<file path="src/rtl/hazard_sched.sv">
// Pipeline stall/flush sequencer for the 5-stage RV32I core, with a small wait-tracking FSM
// and stall/redirect performance counters.
module hazard_sched #(
  parameter int unsigned REG_ADDR_WIDTH = 5,
  parameter int unsigned OP_WIDTH       = 7,
  parameter int unsigned CNT_WIDTH      = 32
) (
  input  logic                      clk,
  input  logic                      rst_n,
  input  logic [OP_WIDTH-1:0]       Op_D,
  input  logic [REG_ADDR_WIDTH-1:0] Rs1_D,
  input  logic [REG_ADDR_WIDTH-1:0] Rs2_D,
  input  logic [REG_ADDR_WIDTH-1:0] Rd_E,
  input  logic                      RegWrite_E,
  input  logic                      MemRead_E,
  input  logic                      PCSrc_E,
  input  logic                      imem_ready,
  input  logic                      dmem_ready,
  input  logic                      MemAcc_M,
  output logic                      Stall_F,
  output logic                      Stall_D,
  output logic                      Flush_D,
  output logic                      Flush_E,
  output logic                      Stall_EMW,
  output logic [CNT_WIDTH-1:0]      stall_cycles,
  output logic [CNT_WIDTH-1:0]      flush_events
);

  localparam logic [OP_WIDTH-1:0] OpImm    = 7'b0010011;
  localparam logic [OP_WIDTH-1:0] OpLoad   = 7'b0000011;
  localparam logic [OP_WIDTH-1:0] OpStore  = 7'b0100011;
  localparam logic [OP_WIDTH-1:0] OpBranch = 7'b1100011;
  localparam logic [OP_WIDTH-1:0] OpJalr   = 7'b1100111;
  localparam logic [OP_WIDTH-1:0] OpReg    = 7'b0110011;

  typedef enum logic [1:0] {StRun, StDmemWait, StRedirWait} state_e;

  state_e state_q, state_d;
  logic   use1, use2, load_use, dmem_busy, redirect;

  always_comb begin
    use1 = 1'b0;
    use2 = 1'b0;
    unique case (Op_D)
      OpImm, OpLoad, OpJalr:   use1 = 1'b1;
      OpStore, OpBranch, OpReg: begin
        use1 = 1'b1;
        use2 = 1'b1;
      end
      default: ;
    endcase
  end

  assign load_use = MemRead_E & RegWrite_E & (Rd_E != '0) &
                    ((use1 & (Rs1_D == Rd_E)) | (use2 & (Rs2_D == Rd_E)));
  assign dmem_busy = MemAcc_M & ~dmem_ready;

  always_comb begin
    Stall_F   = 1'b0;
    Stall_D   = 1'b0;
    Flush_D   = 1'b0;
    Flush_E   = 1'b0;
    Stall_EMW = 1'b0;
    redirect  = 1'b0;
    state_d   = state_q;
    if (!rst_n) begin
      state_d = StRun;
    end else if (dmem_busy) begin
      // E is frozen, so a pending redirect stays presented and is taken after release.
      Stall_F   = 1'b1;
      Stall_D   = 1'b1;
      Stall_EMW = 1'b1;
      if (state_q == StRun) state_d = StDmemWait;
    end else begin
      if (state_q == StDmemWait) state_d = StRun;
      if (PCSrc_E) begin
        Flush_D  = 1'b1;
        Flush_E  = 1'b1;
        redirect = 1'b1;
        state_d  = imem_ready ? StRun : StRedirWait;
      end else if (state_q == StRedirWait) begin
        Flush_D = 1'b1;
        if (imem_ready) state_d = StRun;
      end else if (load_use) begin
        Stall_F = 1'b1;
        Stall_D = 1'b1;
        Flush_E = 1'b1;
      end else if (!imem_ready) begin
        Stall_F = 1'b1;
        Flush_D = 1'b1;
      end
    end
  end

  always_ff @(posedge clk or negedge rst_n) begin
    if (!rst_n) begin
      state_q <= StRun;
    end else begin
      state_q <= state_d;
    end
  end

  always_ff @(posedge clk or negedge rst_n) begin
    if (!rst_n) begin
      stall_cycles <= '0;
      flush_events <= '0;
    end else begin
      if (Stall_F)  stall_cycles <= stall_cycles + CNT_WIDTH'(1);
      if (redirect) flush_events <= flush_events + CNT_WIDTH'(1);
    end
  end

endmodule
</file>
<file path="config.mk">
export PLATFORM = sky130hd
export DESIGN_NAME = hazard_sched
export DESIGN_NICKNAME = d
export VERILOG_FILES = /design/src/rtl/hazard_sched.sv
export SDC_FILE = /design/constraint.sdc
export NUM_CORES = 1
export LEC_CHECK = 0
export BUFFER_PORTS_ARGS = -buffer_cell sky130_fd_sc_hd__buf_4
export CAP_MARGIN = 0
export CORE_MARGIN = 3
export CORE_UTILIZATION = 45
export DETAILED_ROUTE_END_ITERATION = 16
export GPL_TIMING_DRIVEN = 0
export PLACE_DENSITY_LB_ADDON = 0.25
export SYNTH_ARGS = -nofsm -noshare
export SYNTH_HDL_FRONTEND = slang
export SYNTH_SLANG_ARGS = --single-unit
</file>
<file path="constraint.sdc">
create_clock -name clk -period 2.1 [get_ports clk]
set_input_delay 0.21 -clock clk [delete_from_list [all_inputs] [get_ports clk]]
set_output_delay 0.21 -clock clk [all_outputs]
set_load 0.01 [all_outputs]
</file>
Yosys cells after proc, flatten, opt, wreduce, memory -nomap -nowiden. Index checks and enable logic that the tools add are counted. W data, S select, Z words.

Input bits: 30. Flip-flop bits (word level): 66. Output and inout port bits: 69. Logic and storage cells: 62.

Eq/ne operators: 11. Reduce and logical (&&, ||, !) cells: 4. $add $sub $neg: 2. Muxes and demuxes: 34. Bitwise logic cells: 8.

Operators by type and width (number): $add A32 B1 Y32 const B (2); $mux W1 (26); $mux W2 (8); $eq A7 B6 Y1 const B (2); $eq A7 B7 Y1 const B (2); $eq A5 B5 Y1 (2); $eq A7 B2 Y1 const B (1); $eq A7 B5 Y1 const B (1); $and A1 B1 Y1 (6); $reduce_or A6 Y1 (1); $reduce_bool A5 Y1 (1); $ne A3 B2 Y1 const B (1); $reduce_or A3 Y1 (1); $eq A2 B1 Y1 const B (1); $eq A2 B2 Y1 const B (1); $logic_not A2 Y1 (1); $not A1 Y1 (1); $or A1 B1 Y1 (1).

Logic depth before layout (Yosys ltp). Gate-level depths: netlist of the first run.

Word-level depth: 11. Gate-level depth with buffers: 7. Gate-level depth less buffers: 6.

Worst setup path before layout of the first run. OpenSTA, ideal clock, no wires.

Kind: register to register. Start point: reg flush_events[4]. End point: reg flush_events[26]. Data required time: 1.974 ns. Slack: 0.163 ns. Clock period less this slack: 1.937 ns. Data arrival time: 1.811 ns. Path buffers: 0. Cell stages (with the launch flop): 7. Setup time: 0.126 ns. Path through: dfrtp_1 > and4_1 > nand3_1 > nor4_1 > nor2b_1 > nand3_1 > xnor2_1.

Word-level cells in the longest chain between the ends: 1.

RTL lines: start: declaration (line 26) `output logic [CNT_WIDTH-1:0] flush_events`; start signal: assignment (line 109) `if (redirect) flush_events <= flush_events + CNT_WIDTH'(1);`; $add A32 B1 Y32 (line 109).

Every way passes these cells. A chain may end at the register's enable or synchronous reset.

Final worst setup path of the first run.
Start point: in Rd_E[1]. End point: out Stall_F.

Word-level cells in the longest chain between the ends: 9. Elaborated cells between the ends (all ways): 13. Those cells by class: eq/ne: 2; mux: 5; bitwise: 5; reduce/logical: 1.

RTL lines: start: declaration (line 13) `input logic [REG_ADDR_WIDTH-1:0] Rd_E,`; $eq A5 B5 Y1 (line 55) `((use1 & (Rs1_D == Rd_E)) | (use2 & (Rs2_D == Rd_E)));`; $and A1 B1 Y1 (line 55); $or A1 B1 Y1 (line 55); $and A1 B1 Y1 (*) (line 54) `assign load_use = MemRead_E & RegWrite_E & (Rd_E != '0) &`; $mux W1 (*) (line 84) `end else if (load_use) begin`; $mux W1 (*) (line 81) `end else if (state_q == StRedirWait) begin`; $mux W1 (*) (line 76) `if (PCSrc_E) begin`; $mux W1 (*) (line 68) `end else if (dmem_busy) begin`; $mux W1 (*) (line 66) `if (!rst_n) begin`; end: declaration (line 20) `output logic Stall_F,`.

Every way passes the cells marked *; elsewhere a longest branch is shown, timed or not.

==> run summary, run 1 <==
The run finished, with violations left. The final reports fail on hold timing. Once detailed placement completed, the half-perimeter wirelength came to 5.76 mm. The die is 92.2 um tall. The adder and majority gate portion of the synthesized area was 0.749%; the clock-pin slew reported for the worst setup and hold paths after clock tree synthesis was 0.08 ns. Between clock sinks in the finished design, the worst skew comes to 0.00868 ns. The tools report the largest net degree at the start of global routing as 73. The final setup violation count was 0; the count of clock tree sinks was 66.

The tools report the capturing point of the worst reg2reg path as stall_cycles[29]. For the initial antenna violation count, the log shows 0. Along the worst path, the maximum fanout reaches 5. The floorplan has 30 rows.

The global routing usage summed across all routing layers came out at 19.4%. The run gives 2741 as the number of global-route vias before repair. The number of diodes was 0. The number of nets with antenna violations after detailed routing came out at 0.

Across the VDD grid, the largest voltage drop is 0.518 mV. The highest clock rate is 0.488 GHz, and the top-level I/O count is 99. The die footprint was 8500 um2. Synthesis-to-finish area growth: 35.8%.

Counting both buffers and inverters, the worst setup path holds a total of 2. The routed via count was 2785; the area fraction in and, or, nand and nor cells after synthesis was 18.2%. After the last flow step, the layout net total stands at 462. Endpoint class of the critical path: an output port.

Dividing the detail-routed via count by the number of cells gives 5.25. The worst path needs 2.05 ns of the cycle, external delays included. The filler cell count is 578. Family of cells with the greatest summed delay on the critical path: compound AO/OA/AOI/OAI gates. For this run, the register share of the synthesized area comes to 49.4%. For this run, asynchronously set or reset flops after synthesis account for 100%. The overall overflow remaining after global route was 0.

The worst register-to-register path begins at stall_cycles[10]. The CTS buffer count was 9. After routing the design area is 4540 um2. By area, the combinational part of the netlist is dominated by XOR/XNOR gates.

The clock latency on the worst-skew pair is 0.34 ns, and the number of I/O port buffers is 98. The portion of synthesized area spent on multiplexers is 0.674%. Synthesis instantiated 34 different standard cells from the library. The parity-gate share of the synthesized area counting xor and xnor cells is 18.9%. The standard cell core area is 6980 um2, and the summed instance area of the synthesized netlist is 3340 um2.

The tools report the clock root buffer as clkbuf_8. The tools report the signal arrival time at the worst endpoint as 1.84 ns. For this configuration, the core starts out at a cell density of 47.9%.

The slowest stage of the critical path is the or4_1 cell. Max capacitance violation total: 0. The path class of the tightest hold or removal check is in2async. In this run the cell area measured after placement is 4200 um2. In the final timing run, aggregate negative setup slack is 0 ns.

Critical path's most frequent cell: buf_4. The period utilization was 97.6%; the average cell area after synthesis was 10.5 um2. The gate count after technology mapping is 318.

The pre-antenna-repair detailed-routing pass consisted of 5 iterations. In the routed design, unresolved DRC markers number 0. TritonCTS built the clock tree. STA classifies the critical path startpoint as a primary input.

The critical path is of the in2out type. The setup slack on the worst flop-to-flop path came out at 0.15 ns. The synthesized netlist devotes 9.77% of its cell area to compound gates. Worst path setup slack after routing: 0.0497 ns. For this run, the slowest stage of the critical path takes 0.51 ns.

The clock passes through at most 2 buffers. The synthesized design contains 0 enable-type register cells. Power spread over the standard cell area amounts to 706 nW/um2.

The predominant post-synthesis flop cell is dfrtp_1. The synthesized design contains 66 register bits. Measured in cells, the most critical reg-to-reg path has a length of 6. The relative slew slack is 63.1%, and the die span in x is 92.2 um. Setup repair after global routing could not meet its margin everywhere.

The final layout contains routed wiring with a total length of 8.10 mm. The number of nets handed over by synthesis was 350. Hold violation total from the final report: 66. The tools report the final-report max-slew violation count as 0.

The post-route worst hold slack was -0.248 ns; the wire length of the first global-routing pass was 12.9 mm. Cells with a size suffix above 1 make up 31.3% of the layout. At the pin with the least slew margin, the transition time is 0.551 ns. The average wire per standard cell came out at 15.3 um.

The required time of the critical path came out at 1.89 ns. The tools report the post-place setup slack as -0.907 ns. Walking the worst path, the cells encountered are buf_4 > or4_1 > o211ai_1 > a211o_1 > nand2_1 > buf_4. The number of H-tree levels came out at 3. The run gives 0 as the number of warnings printed during yosys synthesis. The final weighted congestion in routability-driven placement is 0.803. The detailed router finished its first iteration with 106 violations.

For this design the static power due to leakage is 2.13 nW.
[metrics by stage]
stage | cells | total power, mW | utilization [%]
CTS | 527 | 3.21 | 63.7
detailed placement | 512 | 2.10 | 60.1
finish | 530 | 3.21 | 65.0
global placement | 512 | 2.08 | 60.1
global route | 530 | 3.39 | 65.0
floorplan | 318 | 1.77 | -
[cell type report]
class / count / area, um2 / share of cell area (%)
multi-input cells: 234 / 1710 / 37.6
flip-flops and latches: 66 / 1650 / 36.4
repair buffers: 103 / 786 / 17.3
clock buffers: 11 / 151 / 3.34
well taps: 96 / 120 / 2.65
clock inverters: 4 / 51.3 / 1.13
inverters: 12 / 45.0 / 0.993
plain buffers: 4 / 26.3 / 0.579
[placed cells by master (no fill, tap or decap), drive strengths merged, types with 2 or more instances in the layout]
cell type  instances
nor2b              3
clkinv             2
a21o               2
buf              105
nor3               8
a21oi              8
o211ai             7
nand2b             2
and2               6
dfrtp             66
xnor2             54
and3              15
nand4             13
xor2              18
clkbuf            13
o2111ai           10
and4               4
mux2               2
inv               12
nand3             18
nor4               6
o21ai             13
nand2             22
nor2              15
ha                 2
[where the power goes]
group	switching [mW]	internal [mW]
clock network	0.485	0.606
logic	0.288	0.303
registers	0.144	1.38
total	0.916	2.29
[registers in the layout, summed over array words and instances (netlist names)]
register	count
flush_events	32
stall_cycles	32
state_q	2
[how the worst max path moves through the flow]
stage	from	end	slack [ns]	cells after the start
finish	Rd_E[1]	Stall_F	0.05	6
global route	Rd_E[1]	Stall_F	-0.004	6
CTS	state_q[1]	Stall_F	-0.06	6
detailed placement	rst_n	flush_events[27]	-0.91	7
global placement	rst_n	flush_events[27]	-0.87	7
floorplan	flush_events[4]	flush_events[26]	0.16	6
[layer usage]
layer	global-route usage (%)	up-vias	part of all wire [%]
li1	-	1343	-
met5	0	-	0
met1	23.3	1365	43
met3	6.40	4	6.0
met4	6.19	0	0.48
met2	32.9	73	50
[repair_timing]
action,CTS,global route
setup buffers,0,5
endpoints found under the setup margin,49,32
endpoints found under the hold margin,66,66
pin swaps,0,2
gates resized for setup,8,11
[Yosys cell counts (5+ instances only)]
cell	instances	area (um2)
a21oi_1	8	40.0
and2_1	5	31.3
and3_1	15	93.8
dfrtp_1	66	1650
inv_1	12	45.0
nand2_1	22	82.6
nand3_1	18	90.1
nand4_1	12	75.1
nor2_1	15	56.3
nor3_1	8	40.0
nor4_1	6	37.5
o2111ai_1	10	87.6
o211ai_1	7	52.6
o21ai_0	10	50.1
xnor2_1	54	473
xor2_1	18	158
[cell families (layout without fill, tap and decap cells)]
| family | after synthesis | after routing |
|---|---|---|
| AO/OA/AOI/OAI | 44 | 44 |
| buffers and inverters | 18 | 134 |
| flip-flops | 66 | 66 |
| multiplexers | 2 | 2 |
| XOR/XNOR | 72 | 72 |
| adder cells (fa/ha/maj) | 2 | 2 |
| AND/OR/NAND/NOR | 114 | 114 |
[worst register-to-register path: stages (launching register included)]
cell       delay (ns)
dfrtp_1          0.42
nand3_1          0.19
nor4_4           0.35
nand4_1          0.29
nor3_2           0.27
o2111ai_1        0.16
xnor2_1          0.16
Power figures use the tool's default switching activity.
==> inputs of run 2 (changes only) <==
--- a/config.mk
+++ b/config.mk
@@ -12,6 +12,7 @@
 export DETAILED_ROUTE_END_ITERATION = 16
 export GPL_TIMING_DRIVEN = 0
 export PLACE_DENSITY_LB_ADDON = 0.25
+export SETUP_SLACK_MARGIN = 0.5
 export SYNTH_ARGS = -nofsm -noshare
 export SYNTH_HDL_FRONTEND = slang
 export SYNTH_SLANG_ARGS = --single-unit
==> run 2 against run 1 <==
Design area is 29% higher. Worst hold slack improved by 0.48 ns. Core utilization increased by 19 points. Die area stayed put. Maximum frequency increased by 3.2%. Largest cell class unchanged. Cell count is 16% higher. Critical path depth is 1 higher. The flow now finishes without violations. Critical endpoint is now stall_cycles[29]. Register-to-register slack got worse by 0.04 ns.
==> run summary, run 2 (same netlist as run 1, synthesis figures left out) <==
The total half-perimeter wirelength after legalization and detailed placement is 5.75 mm (-0.17%), and the worst IR drop on VDD is 0.678 mV (+31%). The die span in x works out to 92.2 um (unchanged). The global routing usage summed across all routing layers is 24.4% (+5.0 points). Hold violation total from the final report: 0 (-100%). For the largest buffer count on any clock path, the log shows 2 (unchanged).

The signal arrival time at the worst endpoint is 2.22 ns (+0.38 ns), and the share of layout cells above drive strength 1 is 56.4% (+25 points). The number of H-tree levels is 3 (unchanged). TritonCTS built the clock tree. The largest net degree at the start of global routing was 73 (unchanged).

The tools report the number of nets with antenna violations after detailed routing as 0 (unchanged). The final cell utilization of the core is 84.2% (+19 points), and the net switching power of the design is 1.16 mW (+26%). The run gives -0.635 ns (+0.272 ns) as the post-place setup slack. The highest net fanout along the worst path was 6 (+1).

The run gives 8500 um2 (unchanged) as the die footprint. The power per cell area was 662 nW/um2 (-6.3%); the clock latency on the worst-skew pair was 0.34 ns (about the same). In the layout the commonest cells are buf_4 (158), dfrtp_1 (61), xnor2_1 (51).

The final setup violation count was 0 (unchanged); the final weighted congestion in routability-driven placement was 0.814 (+1.4%). The highest clock rate was 0.503 GHz (+3.2%). The switching share of power works out to 29.8% (+1.2 points). Setup repair after global routing could not meet its margin everywhere. The number of I/O port buffers came out at 98 (unchanged). The flow ran to the end, and the final reports show no timing, DRC or antenna violations.

The standard cell core area is 6980 um2 (unchanged), and the slew at the pin closest to its max-slew limit is 0.497 ns (-0.0542 ns). Average wire per standard cell: 20.6 um (+35%). Period utilization: 94.6% (-3.0 points).

The number of nets in the final layout was 545 (+18%). The tree is rooted in a clkbuf_8. For the internal power contribution, the log shows 2.73 mW (+19%). The initial antenna violation count is 0 (unchanged), and the count of clock tree sinks is 66 (unchanged).

The worst setup path is captured at a flop. The kind of launch point of the worst setup path was a flop. Worst path setup slack after routing: 0.112 ns (+0.0627 ns). First-pass iteration count of the detailed router: 5 (unchanged). The leakage dissipation is 2.74 nW (+29%), and the CTS buffer count is 9 (unchanged). The die height is 92.2 um (unchanged).

The overall overflow remaining after global route was 0 (unchanged); the part of the total power dissipated in sequential elements was 39.6% (-7.9 points). The number of design rule violations left after detail routing is 0 (unchanged). The number of global-route vias before repair was 3324 (+21%); the number of diodes was 0 (unchanged). The initial cell density of the core is 47.9% (unchanged), and the routed via count divided by cell count is 5.68 (+8.2%). The tools report the relative slew slack as 66.8% (+3.7 points).

The detailed router's first-iteration violation count was 217 (+100%); the wire length of the first global-routing pass was 16.6 mm (+28%). The filler cell count was 366 (-37%). The logs give 3490 (+25%) for the routed via count and 0 ns (unchanged) for the setup TNS. The number of core rows is 30 (unchanged). The logic gate share of total power is 25.6% (+7.2 points), and the post-layout minimum cycle time is 1.99 ns (-0.0627 ns). The relative contribution of the clock network to total power is 34.8% (+0.8 points).

By startpoint and endpoint, the worst setup path is classified as reg2reg. The required time of the critical path is 2.33 ns (+0.44 ns). The largest clock skew in the final design was 0.00573 ns (-0.00295 ns); the max capacitance violation total was 0 (unchanged).

In this run the worst hold path is classified as in2reg. The library cell used most frequently in the layout, excluding fill and tap cells, is buf_4. The largest registers in the layout are flush_events (32), stall_cycles (32), state_q (2). The tools report the total wirelength of the detailed-routed design as 12.6 mm (+56%).

The run gives 0 (unchanged) as the final-report max-slew violation count. The tools report the top-level I/O count as 99 (unchanged). The clock-pin slew reported for the worst setup and hold paths after clock tree synthesis works out to 0.08 ns (about the same). Relative to the synthesized area, the layout overhead comes to 75.8%.
==> run 2: metrics by stage <==
| step | cells | instance area, um2 | hold WS (ns) | total power [mW] |
|---|---|---|---|---|
| after CTS | 583 | 5370 | -0.221 | 3.66 |
| after global placement | 512 | 4330 | 0.386 | 2.11 |
| after global routing | 614 | 5880 | 0.244 | 4.04 |
| after detailed placement | 512 | 4330 | 0.384 | 2.13 |
| after floorplan | 318 | 3480 | -0.0856 | 1.81 |
| final | 614 | 5880 | 0.234 | 3.89 |
==> run 2: layout make-up <==
class | instances | area (um2) | area share (%)
multi-input combinational | 234 | 2170 | 36.9
tap | 96 | 120 | 2.04
timing repair buffer | 184 | 1570 | 26.6
buffer | 6 | 70.1 | 1.19
clock inverter | 7 | 125 | 2.13
inverter | 12 | 45.0 | 0.767
sequential | 66 | 1660 | 28.2
clock buffer | 9 | 124 | 2.11
==> run 2: worst paths after layout <==
check,startpoint,end,slack [ns],cells after the start
max,stall_cycles[12],stall_cycles[29],0.11,7
min,rst_n,flush_events[0],0.23,3
max reg2reg,stall_cycles[12],stall_cycles[29],0.11,7
min reg2reg,stall_cycles[31],stall_cycles[31],0.48,1
max in group asynchronous,rst_n,stall_cycles[0],1.48,2
min in group asynchronous,rst_n,flush_events[4],0.42,3
==> run 2: power groups by stage <==
stage / sequential [mW] / combinational [mW] / clock [mW]
6_report: 1.54 / 0.996 / 1.35
5_1_grt: 1.55 / 1.06 / 1.42
4_1_cts: 1.50 / 0.818 / 1.34
3_5_place_dp: 1.54 / 0.592 / 0
3_3_place_gp: 1.54 / 0.567 / 0
2_1_floorplan: 1.57 / 0.238 / 0
==> run 2: repair_timing <==
action,in CTS,in global routing
gates cloned,1,2
resized for setup,82,41
pin swaps,52,41
setup endpoints to repair,64,57
hold endpoints to repair,66,66
buffers inserted,54,26
==> run 2: metal layers <==
metal / vias up / wire, um / GRT usage (%)
met5: - / 0 / 0
met4: 0 / 581 / 10.9
met3: 54 / 727 / 4.92
met2: 168 / 6420 / 41.5
met1: 1748 / 4920 / 29.8
li1: 1520 / - / -
==> run 2: critical path, stage by stage, from the launching register on <==
cell and delay (ns):
dfrtp_1 0.38, nand3_2 0.14, nor4_4 0.44, nand4_1 0.21
buf_6 0.19, nor3_4 0.22, o2111ai_2 0.14, xnor2_1 0.15
==> inputs of run 3 (changes only) <==
--- a/config.mk
+++ b/config.mk
@@ -7,12 +7,11 @@
 export LEC_CHECK = 0
 export BUFFER_PORTS_ARGS = -buffer_cell sky130_fd_sc_hd__buf_4
 export CAP_MARGIN = 0
-export CORE_MARGIN = 3
 export CORE_UTILIZATION = 45
 export DETAILED_ROUTE_END_ITERATION = 16
 export GPL_TIMING_DRIVEN = 0
 export PLACE_DENSITY_LB_ADDON = 0.25
-export SETUP_SLACK_MARGIN = 0.5
+export REMOVE_ABC_BUFFERS = 1
 export SYNTH_ARGS = -nofsm -noshare
 export SYNTH_HDL_FRONTEND = slang
 export SYNTH_SLANG_ARGS = --single-unit
==> run 3 against run 2 <==
The flow now finishes with violations (hold timing). Wire length shrank 38%. Sequential power is essentially flat. Setup slack lost 0.088 ns. Core utilization shrank 20 points. Global-route usage shrank 3.5 points. Clock-buffer cell count grew 2. Cell count shrank 13%. Critical path type is now reg2out.
==> run summary, run 3 (same netlist as run 1, synthesis figures left out) <==
The run finished, with violations left. The checks that failed: hold timing. The part of the total power dissipated in sequential elements was 46.0% (+6.4 points). The number of core rows is 31 (+3.3%), and the routed via count divided by cell count is 5.27 (-7.2%).

The clock latency on the worst-skew pair is 0.34 ns (about the same). The power per cell area works out to 717 nW/um2 (+8.3%). The post-route worst hold slack is -0.236 ns (-0.470 ns).

The logs give 4 (-1) for the first-pass iteration count of the detailed router and 0.821 (+0.76%) for the final weighted congestion in routability-driven placement. The top-level I/O count came out at 99 (unchanged). The run gives 2698 (-19%) as the number of global-route vias before repair. The number of H-tree levels is 3 (unchanged).

For the total design power, the log shows 3.30 mW (-15%). The CTS buffer count is 9 (unchanged), and the cell area after placement is 4190 um2 (-3.4%). For the number of nets with antenna violations after detailed routing, the log shows 0 (unchanged). The post-route non-filler standard cell count was 532 (-13%); the net switching power of the design was 915 uW (-21%). The top cell types in the final layout, fill and taps aside, are buf_4 (101), dfrtp_1 (66), xnor2_1 (54).

The average wire per standard cell is 14.7 um (-28%). The tools report the standard cell core area as 7210 um2 (+3.3%). The worst setup path is of the reg2out kind. The depth of the worst register-to-register path works out to 7 (unchanged).

The relative slew slack came out at 60.0% (-6.8 points). The number of diodes was 0 (unchanged). The highest net fanout along the worst path is 14 (+8), and the die span in x is 88.2 um (-4.3%). The overall overflow remaining after global route came out at 0 (unchanged). The number of design rule violations left after detail routing was 0 (unchanged).

The number of nets in the final layout is 460 (-16%), and the max capacitance violation total is 0 (unchanged). The setup slack on the worst flop-to-flop path is 0.11 ns (about the same), and the clock-pin slew reported for the worst setup and hold paths after clock tree synthesis is 0.07 ns (about the same). The tools report the total half-perimeter wirelength after legalization and detailed placement as 5.26 mm (-8.5%).

The logs give 130 (-40%) for the detailed router's first-iteration violation count and 0 ns (unchanged) for the setup TNS. The internal power contribution is 2.39 mW (-13%), and the leakage dissipation is 2.14 nW (-22%). Signal arrival time at the worst endpoint: 1.87 ns (-0.35 ns). The number of I/O port buffers is 98 (unchanged).

The period utilization came out at 98.8% (+4.2 points). The largest clock skew in the final design came out at 0.00830 ns (+0.00257 ns). The die height is 88.2 um (-4.3%). Logic gate share of total power: 18.1% (-7.5 points).

The routed via count is 2806 (-20%). Largest buffer count on any clock path: 2 (unchanged). TritonCTS built the clock tree. The most common cell after layout, fill and taps aside is buf_4. STA classifies the critical path endpoint as an output port. The run gives 7770 um2 (-8.5%) as the die footprint. The capturing point of the worst reg2reg path is stall_cycles[31].

The run gives 35.9% (+1.1 points) as the relative contribution of the clock network to total power. For the initial antenna violation count, the log shows 0 (unchanged). Required time of the critical path: 1.89 ns (-0.44 ns).

The synthesis-to-finish area growth is 37.9%. The switching share of power was 27.7% (-2.1 points); the count of clock tree sinks was 66 (unchanged). The run gives 0 (unchanged) as the final-report max-slew violation count. STA classifies the critical path startpoint as a flop. The slew at the pin closest to its max-slew limit works out to 0.597 ns (+0.101 ns). In the final layout, the registers with the most flip-flops are flush_events (32), stall_cycles (32), state_q (2). Largest net degree at the start of global routing: 73 (unchanged).

The tools report the reg-to-reg startpoint as stall_cycles[10]. The highest clock rate is 0.482 GHz (-4.2%), and the initial cell density of the core is 46.3% (-1.5 points). The hold violation total from the final report is 66 (+66). The worst min-delay path category was in2async. The total wirelength of the detailed-routed design is 7.85 mm (-38%). Post-layout minimum cycle time: 2.08 ns (+0.0880 ns). The global routing usage summed across all routing layers was 20.9% (-3.5 points); the share of layout cells above drive strength 1 was 31.4% (-25 points). For the final setup violation count, the log shows 0 (unchanged). CTS placed an instance of clkbuf_8 at the clock tree root. The worst IR drop on VDD was 0.437 mV (-36%). The post-placement cell count was 510 (-0.39%). Setup repair after global routing could not meet its margin everywhere. Final instance area: 4610 um2 (-22%). The wire length of the first global-routing pass came out at 12.5 mm (-25%).
run 3: changes by cell type in the layout (fill, tap and decap cells not counted), moves of 6 or more:
cell	before	now
buf_4	158	101
buf_6	15	0
nand3_1	8	17
and3_1	7	15
and3_4	8	0
nand3_2	8	0
o2111ai_1	2	10
o21ai_0	2	10
nand2_1	15	22
nand2_2	7	0
o21ai_2	6	0
run 3: worst max-delay path by stage:
stage	startpoint	to	slack, ns	cells past startpoint
after CTS	Rd_E[1]	Stall_F	-0.09	6
after global placement	rst_n	stall_cycles[1]	-1.70	6
after global routing	state_q[1]	Stall_F	-0.09	7
final	state_q[1]	Stall_F	0.02	7
after detailed placement	rst_n	flush_events[27]	-0.86	7
after floorplan	state_q[1]	stall_cycles[1]	-0.38	6
run 3: routing by layer:
| metal | vias up | share of wire, % | global-route usage, % |
|---|---|---|---|
| li1 | 1349 | - | - |
| met1 | 1353 | 46 | 26.0 |
| met2 | 91 | 48 | 35.0 |
| met3 | 13 | 4.2 | 3.86 |
| met4 | 0 | 1.8 | 9.82 |
| met5 | - | 0 | 0 |
run 3: critical path, stage by stage, from the launching register on:
cell and delay, ns:
dfrtp_1 0.42, nand2b_1 0.17, nand3_4 0.16, o21ai_4 0.21, buf_8 0.17, inv_1 0.11
nand2_1 0.15, buf_4 0.15
run 3: through the flow:
| stage | util, % | worst slack [ns] | hold slack (ns) |
|---|---|---|---|
| 2_1_floorplan | - | -0.378 | -0.0856 |
| 3_3_place_gp | 57.8 | -1.70 | 0.380 |
| 3_5_place_dp | 58.0 | -0.861 | 0.389 |
| 4_1_cts | 62.4 | -0.0865 | -0.158 |
| 5_1_grt | 63.9 | -0.0895 | -0.214 |
| 6_report | 63.9 | 0.0244 | -0.236 |
run 3: final cells by class:
cell class              count  area (um2)
well taps                  99         124
flip-flops and latches     66        1650
multi-input cells         235        1740
fillers                   605        2610
clock inverters             5        77.6
clock buffers              11         141
repair buffers            104         826
inverters                  12        45.0
run 3: timing repair:
action,CTS,global route
pin swaps,2,2
setup buffers,1,3
endpoints found under the hold margin,66,66
gates resized for setup,8,13
endpoints found under the setup margin,44,32
gates cloned,2,0
run 3: power by group through the flow:
| stage | logic, mW | registers, mW | clock network (mW) |
|---|---|---|---|
| 3_5_place_dp | 0.558 | 1.54 | 0 |
| 2_1_floorplan | 0.206 | 1.57 | 0 |
| 6_report | 0.599 | 1.52 | 1.19 |
| 3_3_place_gp | 0.531 | 1.54 | 0 |
| 4_1_cts | 0.586 | 1.52 | 1.20 |
| 5_1_grt | 0.653 | 1.54 | 1.25 |
